`config.mk`:
```
export PLATFORM = sky130hd
export DESIGN_NAME = ising_run_ctrl_flat
export DESIGN_NICKNAME = d
export VERILOG_FILES = /design/src/rtl/ising_run_ctrl_if.sv /design/src/rtl/ising_run_ctrl.sv /design/src/flat_wrapper.sv
export SDC_FILE = /design/constraint.sdc
export NUM_CORES = 1
export LEC_CHECK = 0
export ABC_CLOCK_PERIOD_IN_PS = 4890
export CORE_ASPECT_RATIO = 0.8
export CORE_MARGIN = 3
export CORE_UTILIZATION = 59
export DETAILED_ROUTE_END_ITERATION = 8
export PLACE_DENSITY = 0.86
export RECOVER_POWER = 50
export SLEW_MARGIN = 10
export SYNTH_ARGS = -nofsm -noshare
export SYNTH_HDL_FRONTEND = slang
export SYNTH_SLANG_ARGS = --single-unit
export TNS_END_PERCENT = 20
```
`constraint.sdc`:
```
create_clock -name clk -period 4.89 [get_ports clk]
set_input_delay 1.467 -clock clk [delete_from_list [all_inputs] [get_ports clk]]
set_output_delay 1.467 -clock clk [all_outputs]
set_load 0.03 [all_outputs]
```
`src/rtl/ising_run_ctrl_if.sv`:
```
// Host-side bus of the Ising run controller: weight writes, run request and result handshake.
interface ising_run_ctrl_if #(
  parameter int unsigned N        = 3,
  parameter int unsigned ADDR_W   = 2,
  parameter int unsigned WEIGHT_W = 3
) ();
  logic                wr_en;
  logic [ADDR_W-1:0]   wr_addr;
  logic [WEIGHT_W-1:0] wr_data;
  logic                wr_err;
  logic                start;
  logic                busy;
  logic                result_valid;
  logic                result_ready;
  logic [N-1:0]        spins;

  modport master (
    output wr_en, wr_addr, wr_data, start, result_ready,
    input  wr_err, busy, result_valid, spins
  );

  modport slave (
    input  wr_en, wr_addr, wr_data, start, result_ready,
    output wr_err, busy, result_valid, spins
  );
endinterface

```
`src/rtl/ising_run_ctrl.sv`:
```
// Run sequencer for one core_matrix oscillator array: weight register file, array reset/settle/sample
// sequencing and spin-vector readout over a valid/ready handshake.
module ising_run_ctrl #(
  parameter int unsigned N             = 3,
  parameter int unsigned NUM_WEIGHTS   = 5,
  parameter int unsigned WEIGHT_W      = 3,
  parameter int unsigned ZERO_WEIGHT   = 2,
  parameter int unsigned RESET_CYCLES  = 16,
  parameter int unsigned RUN_CYCLES    = 1000,
  parameter int unsigned SAMPLE_CYCLES = 64
) (
  input  logic                                clk,
  input  logic                                rstn,
  ising_run_ctrl_if.slave                     bus,
  output logic                                core_rstn,
  output logic [(N*(N-1)/2)*WEIGHT_W-1:0]     core_weights,
  input  logic [N-1:0]                        core_outputs
);

  localparam int unsigned NUM_PAIRS = N * (N - 1) / 2;
  localparam int unsigned WTS_W     = NUM_PAIRS * WEIGHT_W;
  localparam int unsigned CNT_W     = $clog2(SAMPLE_CYCLES + 1);
  localparam int unsigned TMR_MAX   =
    (RUN_CYCLES > RESET_CYCLES) ? ((RUN_CYCLES > SAMPLE_CYCLES) ? RUN_CYCLES : SAMPLE_CYCLES)
                                : ((RESET_CYCLES > SAMPLE_CYCLES) ? RESET_CYCLES : SAMPLE_CYCLES);
  localparam int unsigned TMR_W     = $clog2(TMR_MAX);

  typedef enum logic [2:0] {
    S_IDLE   = 3'd0,
    S_RESET  = 3'd1,
    S_RUN    = 3'd2,
    S_SAMPLE = 3'd3,
    S_DONE   = 3'd4
  } state_e;

  state_e             state_q, state_d;
  logic [TMR_W-1:0]   tmr_q, tmr_d;
  logic [WTS_W-1:0]   weights_q, weights_d;
  logic [N-1:0]       sync1_q, sync2_q;
  logic [CNT_W-1:0]   cnt_q [1:N-1];
  logic [CNT_W-1:0]   cnt_d [1:N-1];
  logic [N-1:0]       spins_q, spins_d;
  logic               wr_err_q, wr_err_d;
  logic               busy_q, busy_d;
  logic               valid_q, valid_d;
  logic               core_rstn_q, core_rstn_d;
  logic               wr_ok;

  // Next-state, weight update, phase-mismatch counting and registered output decode
  always_comb begin
    state_d     = state_q;
    tmr_d       = tmr_q;
    weights_d   = weights_q;
    cnt_d       = cnt_q;
    spins_d     = spins_q;
    wr_ok       = bus.wr_en && (state_q == S_IDLE)
                  && (32'(bus.wr_addr) < NUM_PAIRS) && (32'(bus.wr_data) < NUM_WEIGHTS);
    wr_err_d    = bus.wr_en && !wr_ok;

    if (wr_ok) begin
      weights_d[int'(bus.wr_addr)*WEIGHT_W +: WEIGHT_W] = bus.wr_data;
    end

    case (state_q)
      S_IDLE: begin
        if (bus.start) begin
          state_d = S_RESET;
          tmr_d   = '0;
        end
      end
      S_RESET: begin
        if (tmr_q == TMR_W'(RESET_CYCLES - 1)) begin
          state_d = S_RUN;
          tmr_d   = '0;
        end else begin
          tmr_d = tmr_q + TMR_W'(1);
        end
      end
      S_RUN: begin
        for (int unsigned i = 1; i < N; i++) cnt_d[i] = '0;
        if (tmr_q == TMR_W'(RUN_CYCLES - 1)) begin
          state_d = S_SAMPLE;
          tmr_d   = '0;
        end else begin
          tmr_d = tmr_q + TMR_W'(1);
        end
      end
      S_SAMPLE: begin
        for (int unsigned i = 1; i < N; i++) begin
          cnt_d[i] = cnt_q[i] + CNT_W'(sync2_q[i] ^ sync2_q[0]);
        end
        if (tmr_q == TMR_W'(SAMPLE_CYCLES - 1)) begin
          state_d = S_DONE;
          tmr_d   = '0;
          // Strict majority of anti-phase cycles; an exact tie reads as in-phase
          for (int unsigned i = 1; i < N; i++) begin
            spins_d[i] = (cnt_d[i] > CNT_W'(SAMPLE_CYCLES / 2));
          end
        end else begin
          tmr_d = tmr_q + TMR_W'(1);
        end
      end
      S_DONE: begin
        if (bus.result_ready) begin
          state_d = S_IDLE;
          spins_d = '0;
        end
      end
      default: state_d = S_IDLE;
    endcase

    busy_d      = (state_d == S_RESET) || (state_d == S_RUN) || (state_d == S_SAMPLE);
    core_rstn_d = (state_d == S_RUN) || (state_d == S_SAMPLE);
    valid_d     = (state_d == S_DONE);
  end

  // State and output registers; synchronous reset abandons any run in progress
  always_ff @(posedge clk) begin
    if (!rstn) begin
      state_q     <= S_IDLE;
      tmr_q       <= '0;
      weights_q   <= {NUM_PAIRS{WEIGHT_W'(ZERO_WEIGHT)}};
      sync1_q     <= '0;
      sync2_q     <= '0;
      for (int unsigned i = 1; i < N; i++) cnt_q[i] <= '0;
      spins_q     <= '0;
      wr_err_q    <= 1'b0;
      busy_q      <= 1'b0;
      valid_q     <= 1'b0;
      core_rstn_q <= 1'b0;
    end else begin
      state_q     <= state_d;
      tmr_q       <= tmr_d;
      weights_q   <= weights_d;
      sync1_q     <= core_outputs;
      sync2_q     <= sync1_q;
      for (int unsigned i = 1; i < N; i++) cnt_q[i] <= cnt_d[i];
      spins_q     <= spins_d;
      wr_err_q    <= wr_err_d;
      busy_q      <= busy_d;
      valid_q     <= valid_d;
      core_rstn_q <= core_rstn_d;
    end
  end

  assign bus.wr_err       = wr_err_q;
  assign bus.busy         = busy_q;
  assign bus.result_valid = valid_q;
  assign bus.spins        = spins_q;
  assign core_rstn        = core_rstn_q;
  assign core_weights     = weights_q;

endmodule

```
`src/flat_wrapper.sv`:
```
// flat-port wrapper written by rule: the top's interface ports become plain ports
module ising_run_ctrl_flat 
#(
  parameter int unsigned N             = 3,
  parameter int unsigned NUM_WEIGHTS   = 5,
  parameter int unsigned WEIGHT_W      = 3,
  parameter int unsigned ZERO_WEIGHT   = 2,
  parameter int unsigned RESET_CYCLES  = 16,
  parameter int unsigned RUN_CYCLES    = 1000,
  parameter int unsigned SAMPLE_CYCLES = 64
)
  (clk, rstn, core_rstn, core_weights, core_outputs, bus_wr_en, bus_wr_addr, bus_wr_data, bus_start, bus_result_ready, bus_wr_err, bus_busy, bus_result_valid, bus_spins);
  ising_run_ctrl_if #(.N(N), .ADDR_W(2), .WEIGHT_W(WEIGHT_W)) bus_i ();
  input  logic clk;
  input  logic rstn;
  output logic core_rstn;
  output logic [(N*(N-1)/2)*WEIGHT_W-1:0] core_weights;
  input  logic [N-1:0] core_outputs;
  input wire logic [$bits(bus_i.wr_en)-1:0] bus_wr_en;
  input wire logic [$bits(bus_i.wr_addr)-1:0] bus_wr_addr;
  input wire logic [$bits(bus_i.wr_data)-1:0] bus_wr_data;
  input wire logic [$bits(bus_i.start)-1:0] bus_start;
  input wire logic [$bits(bus_i.result_ready)-1:0] bus_result_ready;
  output wire logic [$bits(bus_i.wr_err)-1:0] bus_wr_err;
  output wire logic [$bits(bus_i.busy)-1:0] bus_busy;
  output wire logic [$bits(bus_i.result_valid)-1:0] bus_result_valid;
  output wire logic [$bits(bus_i.spins)-1:0] bus_spins;
  assign bus_i.wr_en = bus_wr_en;
  assign bus_i.wr_addr = bus_wr_addr;
  assign bus_i.wr_data = bus_wr_data;
  assign bus_i.start = bus_start;
  assign bus_i.result_ready = bus_result_ready;
  assign bus_wr_err = bus_i.wr_err;
  assign bus_busy = bus_i.busy;
  assign bus_result_valid = bus_i.result_valid;
  assign bus_spins = bus_i.spins;
  ising_run_ctrl #(.N(N), .NUM_WEIGHTS(NUM_WEIGHTS), .WEIGHT_W(WEIGHT_W), .ZERO_WEIGHT(ZERO_WEIGHT), .RESET_CYCLES(RESET_CYCLES), .RUN_CYCLES(RUN_CYCLES), .SAMPLE_CYCLES(SAMPLE_CYCLES)) u_core (.clk(clk), .rstn(rstn), .bus(bus_i), .core_rstn(core_rstn), .core_weights(core_weights), .core_outputs(core_outputs));
endmodule
```
Word level (Yosys, flattened, before mapping):

Cells that the tools add are included.

* register bits: 48
* word-level logic and storage cells: 69
* input port bits: 13
* output and inout bits: 16

* bitwise logic cells: 2
* mux-type cells: 16
* reductions and logical operators: 14
* add/subtract/negate cells: 4
* equality and inequality tests: 14
* order comparisons: 4
* $mul: 1
* shifts and indexed selects: 2

Operators with widths (number)
* 10-bit 2-to-1 mux: 4
* 10-bit case mux with 4 select lines: 1
* 4-bit negator with 34-bit output: 1
* 3-bit by 34-bit variable shift with 9-bit output, first input constant: 1
* 3-bit by 34-bit indexed part select with 9-bit output: 1
* 14-bit case mux with 2 select lines: 1
* 3-bit 2-to-1 mux: 6
* 3-bit case mux with 5 select lines: 1
* 7-bit adder: 2
* 7-bit by 6-bit greater-than comparator with 1-bit output, second input constant: 2
* 3-bit by 2-bit == test with 1-bit output, second input constant: 4
* 10-bit by 1-bit adder with 10-bit output, second input constant: 1
* 10-bit == test, second input constant: 1
* 10-bit by 4-bit == test with 1-bit output, second input constant: 1
* 10-bit by 6-bit == test with 1-bit output, second input constant: 1
* 9-bit bitwise mux: 1
* 3-bit by 1-bit == test with 1-bit output, second input constant: 2
* 3-bit == test, second input constant: 2
* 1-bit logical AND: 4
* 2-bit by 2-bit multiplier with 4-bit output, second input constant: 1
* 2-bit != test, second input constant: 2
* 2-bit case mux with 2 select lines: 1
* 2-bit nonzero test: 2
* 4-bit nonzero test: 1
* 10 further kinds: 13

Longest topological paths before layout:

Gate-level depths: netlist (run 1).

* depth in word-level cells: 6
* depth in mapped cells: 8
* depth with buffers taken out: 8

Least setup slack after synthesis (run 1):

No wires, ideal clock.

* path type: input-to-reg
* start: input bus_wr_addr[0]
* end: register u_core.weights_q[0] (netlist: u_core.core_weights[0])
* setup time: 76 ps
* required time: 4814 ps
* cell stages on the path: 6
* arrival: 2527 ps
* path slack: 2288 ps
* path buffers: 1
* cells stage by stage: ha_1 -> nor3b_1 -> and3_1 -> clkbuf_1 -> nand4_1 -> a21boi_0

* cells in the longest elaborated chain, start to end: 4

Ends and longest elaborated chain
* start: declaration: line flat_wrapper.sv:20 `input wire logic [$bits(bus_i.wr_addr)-1:0] bus_wr_addr;`
* 2-bit by 2-bit multiplier with 4-bit output: line ising_run_ctrl.sv:61 `weights_d[int'(bus.wr_addr)*WEIGHT_W +: WEIGHT_W] = bus.wr_data;`
* 4-bit negator with 34-bit output: line ising_run_ctrl.sv:61
* 3-bit by 34-bit indexed part select with 9-bit output or 3-bit by 34-bit variable shift with 9-bit output (tied branches): line ising_run_ctrl.sv:61
* 9-bit bitwise mux: line ising_run_ctrl.sv:61
* end signal: assignment: line ising_run_ctrl.sv:122 `weights_q <= {NUM_PAIRS{WEIGHT_W'(ZERO_WEIGHT)}};`
* end signal: assignment: line ising_run_ctrl.sv:134 `weights_q <= weights_d;`
* end: declaration: line ising_run_ctrl.sv:38 `logic [WTS_W-1:0] weights_q, weights_d;`

Several ways; a longest one is shown, not always the timed one.
A chain may end at the register's enable or synchronous reset.

==> impl_metrics.tcl, run 1 <==
set metrics [dict create \
    drtIter0Drc 167 \
    syn_area_sq_mm 0.002422 \
    grt_usage_pct 21.53 \
    power.net_switching_mw 0.1689 \
    finClkSkew_ns 0.005335 \
    cap_viol_max_count 0 \
    synth.distinct_cells 51 \
    rsz0062_at_grt "no" \
    grt_pass1_vias 2004 \
    final_antenna_net_count 0 \
    post-dp-hpwl_microns 3547 \
    avgViaCountPerCell 5.848 \
    syn_avg_cell_area_sq_um 8.620 \
    crit_arrival_ns 3.49 \
    diodes 0 \
    drc 0 \
    dieArea_sq_mm 0.004915 \
    grt_max_degree 42 \
    clock_sinks 48 \
    power_frac_comb_pct 8.5 \
    ios 29 \
    timing.fmax_mhz 308.6 \
    syn-num-nets 304 \
    p_int_mw 0.5211 \
    start_kind "primary input" \
    async_flop_share_pct 0 \
    final_hold_viol_count 0 \
    wire_per_inst_microns 13.87 \
    p_leak_nw 1.070 \
    drt_pre_antenna_iters 4 \
    post_cts_buffers 0 \
    clkPwrFrac_pct 32.9 \
    antenna_found_initial 0 \
    min_period_ns 3.241 \
    status "complete, no violations" \
    synth_flop_cell "dfxtp_1" \
    relSlewSlack_pct 52.17 \
    netlist_instances 281 \
    final_util_pct 71.77 \
    path_clk_slew_ns 0.09 \
    final_nets 324 \
    rows 20 \
    critical_path.endpoint_type "register" \
    drive_above_1_share_pct 5.316 \
    pwr_density_cell_mw_per_mm2 247.9 \
    area.growth.synth_to_final_pct 14.93 \
    cp_max_fo 41 \
    place.gp.congestion 0.8985 \
    grt_pass1_wl_microns 8659 \
    period_share_pct 66.27 \
    required_ns 5.14 \
    vdd_drop_max_mv 0.2099 \
    synth_top_cell_by_area "dfxtp_1" \
    worst_pin_slew_ns 0.7164 \
    yosys-top-cells-count "dfxtp_1, nand2_1, nand3_1, o21ai_0" \
    synth_top_area_share_pct 39.67 \
    slew_viol_final 0 \
    chipHeight_microns 63.31 \
    numCtsBuffers 5 \
    hold_buffers 0 \
    io_buffers 27 \
    cts_resized 0 \
    path_class "primary input to register" \
    fin_cells 356 \
    cts_buffer_depth 2 \
    synth-seq-cells 48 \
    start_util_pct 62.45 \
    synthTopCellsByArea "dfxtp_1, ha_1, nand2_1" \
    setup_viol 0 \
    cts_root_buffer "clkbuf_8" \
    synth-edff-count 0 \
    fin_tns_setup_ns 0 \
    synth_warnings 0 \
    core_sq_mm 0.003879 \
    synth-seq-area-share_pct 39.67 \
    r2r_cells 8 \
    num_vias 2082 \
    hp-class "register to register" \
    yosysMostFrequentCell "dfxtp_1" \
    pwr-share-seq_pct 58.5 \
    min_delay_path_depth 1 \
    cts_tree "yes" \
    swShare_pct 24.48 \
    placed_cells 349 \
    grt_overflow 0 \
    routed_wl_microns 4938 \
    cts.htree.levels 2 \
    die_x_microns 77.64 \
    clk-insertion-delay-late_ns 0.30 \
]
[through the flow]
stage | worst slack, ns | hold slack [ns] | instance area [sq um] | total power, mW
global route | 1.498 | 0.4606 | 2784 | 0.7160
finish | 1.649 | 0.4342 | 2784 | 0.6900
detailed placement | 1.392 | 0.4176 | 2703 | 0.4721
CTS | 1.712 | 0.4378 | 2784 | 0.6935
global placement | 1.413 | 0.4128 | 2703 | 0.4702
floorplan | 2.288 | 0.4057 | 2422 | 0.4488
[power groups by stage]
stage          registers, mW  logic, mW  clock network, mW
2_1_floorplan          0.413     0.0357                  0
3_3_place_gp           0.413     0.0574                  0
3_5_place_dp           0.413     0.0589                  0
4_1_cts                0.404     0.0591              0.230
5_1_grt                0.405     0.0642              0.247
6_report               0.404     0.0588              0.227
[state kept, by name, summed over array words and instances (netlist names), 2 cells and up]
name and count:
u_core.sync1_q 3, u_core.cnt_q 14, u_core.state_q 3, u_core.core_weights 9
u_core.tmr_q 10, u_core.bus.spins 2, u_core.sync2_q 3
[path summary, 6_finish.rpt]
| check | startpoint | end | slack [ns] |
|---|---|---|---|
| setup reg to reg | u_core.sync2_q[0]$_SDFF_PN0_ | u_core.bus.spins[2]$_SDFFE_PN0P_ | 2.74 |
| hold / removal | u_core.sync1_q[1]$_SDFF_PN0_ | u_core.sync2_q[1]$_SDFF_PN0_ | 0.43 |
| hold reg to reg | u_core.sync1_q[1]$_SDFF_PN0_ | u_core.sync2_q[1]$_SDFF_PN0_ | 0.43 |
| setup / recovery | rstn | u_core.tmr_q[7]$_SDFFE_PN0P_ | 1.65 |
[worst max-delay path: stages]
cell	delay [ns]
dlygate4sd3_1	0.52
buf_4	0.31
and2b_1	0.28
o311a_4	0.25
a31oi_4	0.06
or4_1	0.51
nand3_1	0.08
[metal layers]
layer	vias up	GRT usage (%)	part of all wire (%)
li1	1037	-	-
met4	0	6.444	1.4
met3	9	5.286	7.2
met5	-	0	0
met2	67	33.23	45
met1	969	29.68	46
[final cells by class]
type	count	area (sq um)
well taps	55	68.82
flip-flops and latches	48	960.9
repair buffers	28	277.8
clock inverters	2	12.51
clock buffers	5	68.82
inverters	4	15.01
fillers	306	1095
multi-input cells	214	1380
[placed cells by master, fill, tap and decap left out, types with 4 or more instances in the layout]
cell type,netlist,layout
dfxtp_1,48,48
nand2_1,31,31
clkdlybuf4s50_1,0,23
nand3_1,17,17
o21ai_0,13,13
nor2_1,12,12
a21oi_1,11,11
nor2b_1,11,11
a21boi_0,10,10
ha_1,10,10
and2_1,12,9
and3_1,8,8
nor3_1,8,8
nand4_1,7,7
xnor2_1,7,7
nor3b_1,5,5
o21ai_1,5,5
clkbuf_8,0,5
xor2_1,4,4
inv_1,4,4
a21o_1,4,4
a31oi_1,4,4
dlygate4sd3_1,0,4
[logic make-up after synthesis]
family,synth area share [%]
other,0.1548
buffers and inverters,3.357
adders and majority gates,5.165
xor gates and xnor gates,3.977
DFF,39.67
and+or+nand+nor,27.33
AOI/OAI and AO/OA,20.35
(Power assumes the default switching activity.)
==> run 2, diff against run 1 <==
--- a/config.mk
+++ b/config.mk
@@ -5,12 +5,12 @@
 export SDC_FILE = /design/constraint.sdc
 export NUM_CORES = 1
 export LEC_CHECK = 0
-export ABC_CLOCK_PERIOD_IN_PS = 4890
+export ABC_CLOCK_PERIOD_IN_PS = 3000
 export CORE_ASPECT_RATIO = 0.8
 export CORE_MARGIN = 3
-export CORE_UTILIZATION = 59
+export CORE_UTILIZATION = 55
 export DETAILED_ROUTE_END_ITERATION = 8
-export PLACE_DENSITY = 0.86
+export PLACE_DENSITY = 0.81
 export RECOVER_POWER = 50
 export SLEW_MARGIN = 10
 export SYNTH_ARGS = -nofsm -noshare
==> constraint.sdc (replaced) <==
create_clock -name clk -period 3 [get_ports clk]
set_input_delay 0.9 -clock clk [delete_from_list [all_inputs] [get_ports clk]]
set_output_delay 0.9 -clock clk [all_outputs]
set_load 0.03 [all_outputs]
==> impl_metrics.tcl, run 2 (synthesis gave the netlist of run 1 again) <==
set metrics [dict create \
    post-dp-hpwl_microns 3476 \
    avgViaCountPerCell 5.637 \
    path_cells "dlygate4sd3_1 > and2b_1 > o311a_4 > a31oi_1 > o21ai_0 > a21o_1" \
    final_antenna_net_count 0 \
    final_util_pct 69.63 \
    timing.fmax_mhz 399.4 \
    holdPathEnd "u_core.sync2_q[1]$_SDFF_PN0_" \
    place.gp.congestion 0.8963 \
    finClkSkew_ns 0.005527 \
    cts_buffer_depth 2 \
    r2r_start "u_core.tmr_q[5]$_SDFFE_PN0P_" \
    dpl_cell_area_sq_mm 0.002710 \
    worst_slack_ns 0.4965 \
    vdd_drop_max_mv 0.3114 \
    chipHeight_microns 65.36 \
    path_delay_family "compound AO/OA/AOI/OAI gates" \
    hold_buffers 0 \
    largest_reg_flops 14 \
    cp.buffers_inverters 1 \
    area.growth.synth_to_final_pct 15.08 \
    final_hold_viol_count 0 \
    grt_pass1_vias 1869 \
    cp_max_fo 8 \
    design_area_sq_mm 0.002788 \
    cts_root_buffer "clkbuf_8" \
    rsz0062_at_grt "no" \
    max_stage_delay_ns 0.54 \
    required_ns 3.20 \
    grt_max_degree 41 \
    path_class "primary input to register" \
    r2r_end "u_core.tmr_q[5]$_SDFFE_PN0P_" \
    r2r_cells 5 \
    period_share_pct 83.45 \
    cts_resized 0 \
    die_x_microns 80.20 \
    wire_per_inst_microns 13.51 \
    critical_path.endpoint_type "register" \
    status "complete, no violations" \
    drt_pre_antenna_iters 4 \
    pwr_density_cell_mw_per_mm2 410.4 \
    antenna_found_initial 0 \
    nFillCells 333 \
    ios 29 \
    drtIter0Drc 107 \
    numCtsBuffers 5 \
    relSlewSlack_pct 55.45 \
    final_cell_mix "dfxtp_1, nand2_1, clkdlybuf4s50_1" \
    top_register "u_core.cnt_q" \
    diodes 0 \
    grt_overflow 0 \
    worst_pin_slew_ns 0.6673 \
    final_common_cell "dfxtp_1" \
    place_ws_ns 0.2291 \
    core_sq_mm 0.004004 \
    clock_sinks 48 \
    cts.htree.levels 2 \
    fin_tns_setup_ns 0 \
    final_nets 325 \
    crit_arrival_ns 2.70 \
    hp-class "register to register" \
    post_cts_buffers 0 \
    min_delay_path_depth 1 \
    clk-insertion-delay-late_ns 0.30 \
    r2r_slack_ns 0.83 \
    grt_pass1_wl_microns 8514 \
    path_clk_slew_ns 0.09 \
    drive_above_1_share_pct 5.611 \
    holdWs_ns 0.4339 \
    num_vias 2018 \
    cts_tree "yes" \
    routed_wl_microns 4835 \
    rows 20 \
    setup_viol 0 \
    start_kind "primary input" \
    grt_usage_pct 20.45 \
    start_util_pct 60.50 \
    drc 0 \
    io_buffers 27 \
    min_from "u_core.sync1_q[1]$_SDFF_PN0_" \
    p_leak_nw 1.074 \
    min_period_ns 2.504 \
    cap_viol_max_count 0 \
    dieArea_sq_mm 0.005242 \
    slew_viol_final 0 \
    crit_slowest_cell "dlygate4sd3_1" \
]
-- run 2: worst max-delay path by stage --
stage | start | endpoint | slack (ns) | cells past startpoint
6_report | rstn | u_core.tmr_q[5]$_SDFFE_PN0P_ | 0.50 | 6
3_5_place_dp | bus_wr_addr[0] | u_core.core_weights[1]$_SDFFE_PN1P_ | 0.23 | 7
5_1_grt | bus_wr_addr[0] | u_core.core_weights[1]$_SDFFE_PN1P_ | 0.37 | 7
4_1_cts | bus_wr_addr[0] | u_core.core_weights[1]$_SDFFE_PN1P_ | 0.52 | 7
3_3_place_gp | bus_wr_addr[0] | u_core.core_weights[4]$_SDFFE_PN1P_ | 0.34 | 7
2_1_floorplan | bus_wr_addr[0] | u_core.core_weights[0]$_SDFFE_PN0P_ | 0.96 | 6
-- run 2: worst register-to-register path, cell delays in order, from the launching register on --
cell	delay (ns)
dfxtp_1	0.50
nand4_1	0.26
o311a_4	0.42
a31oi_1	0.50
o21ai_0	0.20
a21o_1	0.20
-- run 2: metal layers --
layer	vias up	global-route usage [%]	routed length, microns
li1	1045	-	-
met1	928	27.77	2514
met2	40	32.33	2085
met3	5	4.795	183
met4	0	5.907	52
met5	-	0	0
-- run 2: report_power, final --
part / switching [mW] / internal (mW) / leakage [nW]
combinational: 0.0514 / 0.0439 / 0.633
clock: 0.207 / 0.184 / 0.0510
sequential: 0.0107 / 0.647 / 0.389
-- run 2: layout make-up --
| class | count | area, sq um | share of cell area [%] |
|---|---|---|---|
| clock inverters | 2 | 10.01 | 0.3591 |
| well taps | 55 | 68.82 | 2.469 |
| inverters | 4 | 15.01 | 0.5386 |
| flip-flops and latches | 48 | 960.9 | 34.47 |
| repair buffers | 29 | 285.3 | 10.23 |
| clock buffers | 6 | 82.58 | 2.962 |
| multi-input cells | 214 | 1365 | 48.97 |
-- run 2: metrics by stage --
step | power (mW) | instances
CTS | 1.156 | 358
floorplan | 0.7315 | 281
global route | 1.199 | 358
global placement | 0.7672 | 350
detailed placement | 0.7691 | 350
finish | 1.144 | 358
==> variant: new RTL, flow settings as in run 1 <==
Re-encode `state_e` (5 states) as one-hot, 5 bits wide.
--- a/src/rtl/ising_run_ctrl.sv
+++ b/src/rtl/ising_run_ctrl.sv
@@ -27,8 +27,8 @@
 
-  typedef enum logic [2:0] {
-    S_IDLE   = 3'd0,
-    S_RESET  = 3'd1,
-    S_RUN    = 3'd2,
-    S_SAMPLE = 3'd3,
-    S_DONE   = 3'd4
+  typedef enum logic [4:0] {
+    S_IDLE   = 5'b00001,
+    S_RESET  = 5'b00010,
+    S_RUN    = 5'b00100,
+    S_SAMPLE = 5'b01000,
+    S_DONE   = 5'b10000
   } state_e;
Check against the original RTL: no difference found for any inputs over 10 cycles, from zero or initial values and one cycle with rstn low; not proved beyond that.
==> variant against run 1 <==
- setup slack got worse by 0.17 ns
- area after synthesis rose by 5.6%
- design area rose by 6.8%
- critical path depth did not move
- non-clock buffer count fell by 1
- register-to-register slack got worse by 0.29 ns
- sequential cell count rose by 2
- routed wire length rose by 18%
- via count rose by 11%
Power is not compared: it rests on default switching activity, and its combinational part moved more than twofold at a synthesized area within 25%.
==> variant: results (changes against run 1) <==
- Outcome: complete, no violations
- Reg2Reg Depth: 5 (-3)
- Overflow after GRT: 0 (unchanged)
- Share of post-route cells with drive strength above 1: 5.15% (-0.16 points)
- Worst reg-to-reg setup slack: 2.45 ns (-0.29 ns)
- Initial DRT Pass Iterations: 4 (unchanged)
- Post-Place Cells: 377 (+8.0%)
- Setup slack at placement: 1.20 ns (-0.197 ns)
- Skew-Pair Late Insertion Delay: 0.31 ns
- Worst Hold End: u_core.sync2_q[2]$_SDFF_PN0_
- WL/cell: 15.1 µm (+9.2%)
- CP Max Fanout: 13 (-68%)
- Layout Cells excl Fill: 385 (+8.1%)
- Sequential-to-total area share from yosys stat: 39.1% (-0.53 points)
- Multiplexer area fraction after synthesis: 0% (unchanged)
- H-tree levels: 2 (unchanged)
- Nets: 351 (+8.3%)
- Post-synthesis xor/xnor area fraction: 3.08% (-0.90 points)
- Worst Skew: 0.00873 ns (+0.00340 ns)
- DRT iter0 DRCs: 195 (+17%)
- Worst Path Arrival: 3.58 ns (+0.09 ns)
- Adder-cell share of the synthesized area: 4.40% (-0.76 points)
- Synth async-reset ratio: 0% (unchanged)
- Max reg flops: 14 (unchanged)
- Setup bufs post-CTS: 0 (unchanged)
- Smallest hold slack: 0.444 ns (+0.00941 ns)
- Dpl hpwl: 3.89 mm (+9.7%)
- Gp weighted congestion: 0.883 (-1.8%)
- Pin count of the biggest net entering global routing: 24 (-43%)
- CP max-delay cell: nor4b_2
- Reg-to-Reg Start: u_core.state_q[4]$_SDFF_PN0_
- Post-synthesis compound-gate area fraction: 19.7% (-0.68 points)
- Crit Reg-Reg Endpoint: u_core.tmr_q[2]$_SDFFE_PN0P_
- Syn_area_per_cell: 8.28 µm² (-4.0%)
- Global-route wire length before repair: 10.3 mm (+18%)
- Hold Startpoint: u_core.sync1_q[2]$_SDFF_PN0_
- Hold depth: 1 (unchanged)
- Worst path max stage delay: 0.80 ns (+0.28 ns)
- Antenna violations before repair: 0 (unchanged)
- Largest cells by area after synthesis: dfxtp_1, nor2_1, a21oi_1
- Most instantiated cells after synthesis: dfxtp_1, nor2_1, nand2_1, a21oi_1, nand4_1
- Mapped Nets: 331 (+8.9%)
- Post-synth cell types: 49 (-3.9%)
- GRT Util Overall: 25.0% (+3.5 points)
- Number of CTS-inserted buffers: 5 (unchanged)
- Slew HR: 32.2% (-20 points)
- DP Area: 0.00284 mm² (+5.0%)
- Via count: 2311 (+11%)
- Worst Hold Class: reg -> reg
- Synth warn: 0 (unchanged)
- CP delay by family, top: simple AND/OR/NAND/NOR gates
- Inserted Diodes: 0 (unchanged)
- Peak VDD IR: 0.235 mV
-- variant: cell types whose count changed after synthesis, moves of 9 or more --
cell,change
a21oi_1,+16
nor2_1,+27
nor2b_1,-9
a21boi_0,-10
-- variant: cell type report --
cell class	count	area, µm²
repair buffers	27	270
well taps	55	68.8
inverters	8	30.0
multi-input cells	237	1470
flip-flops and latches	50	1000
clock inverters	3	68.8
clock buffers	5	68.8
fillers	295	1000
-- variant: report_power, final --
group          internal [mW]  switching (mW)  leakage [nW]
Combinational         0.0492          0.0713         0.587
Clock                  0.205           0.142        0.0683
Sequential             0.419          0.0114         0.405
Total                  0.673           0.225          1.06
-- variant: worst max-delay path by stage --
stage                   startpoint                                  end  slack, ns
floorplan                bus_start         u_core.tmr_q[2]$_SDFFE_PN0P_       2.09
global placement    bus_wr_addr[0]  u_core.core_weights[1]$_SDFFE_PN1P_       1.30
detailed placement  bus_wr_addr[0]  u_core.core_weights[1]$_SDFFE_PN1P_       1.20
CTS                 bus_wr_addr[0]  u_core.core_weights[1]$_SDFFE_PN1P_       1.50
global route        bus_wr_addr[0]  u_core.core_weights[1]$_SDFFE_PN1P_       1.30
finish              bus_wr_addr[0]  u_core.core_weights[1]$_SDFFE_PN1P_       1.48
-- variant: kinds of logic (layout without fill, tap and decap cells) --
kind of cell | after synthesis | in the layout
AO/OA/AOI/OAI | 76 | 76
XOR/XNOR | 9 | 9
adder cells (fa/ha/maj) | 9 | 9
buffers and inverters | 22 | 43
flip-flops | 50 | 50
other | 1 | 1
AND/OR/NAND/NOR | 142 | 142
-- variant: per-layer routing --
layer / up-vias / GRT usage, % / part of all wire (%)
met5: - / 0 / 0
met4: 0 / 6.22 / 1.0
met3: 10 / 6.94 / 5.9
met2: 82 / 39.3 / 46
met1: 1063 / 33.9 / 48
li1: 1156 / - / -
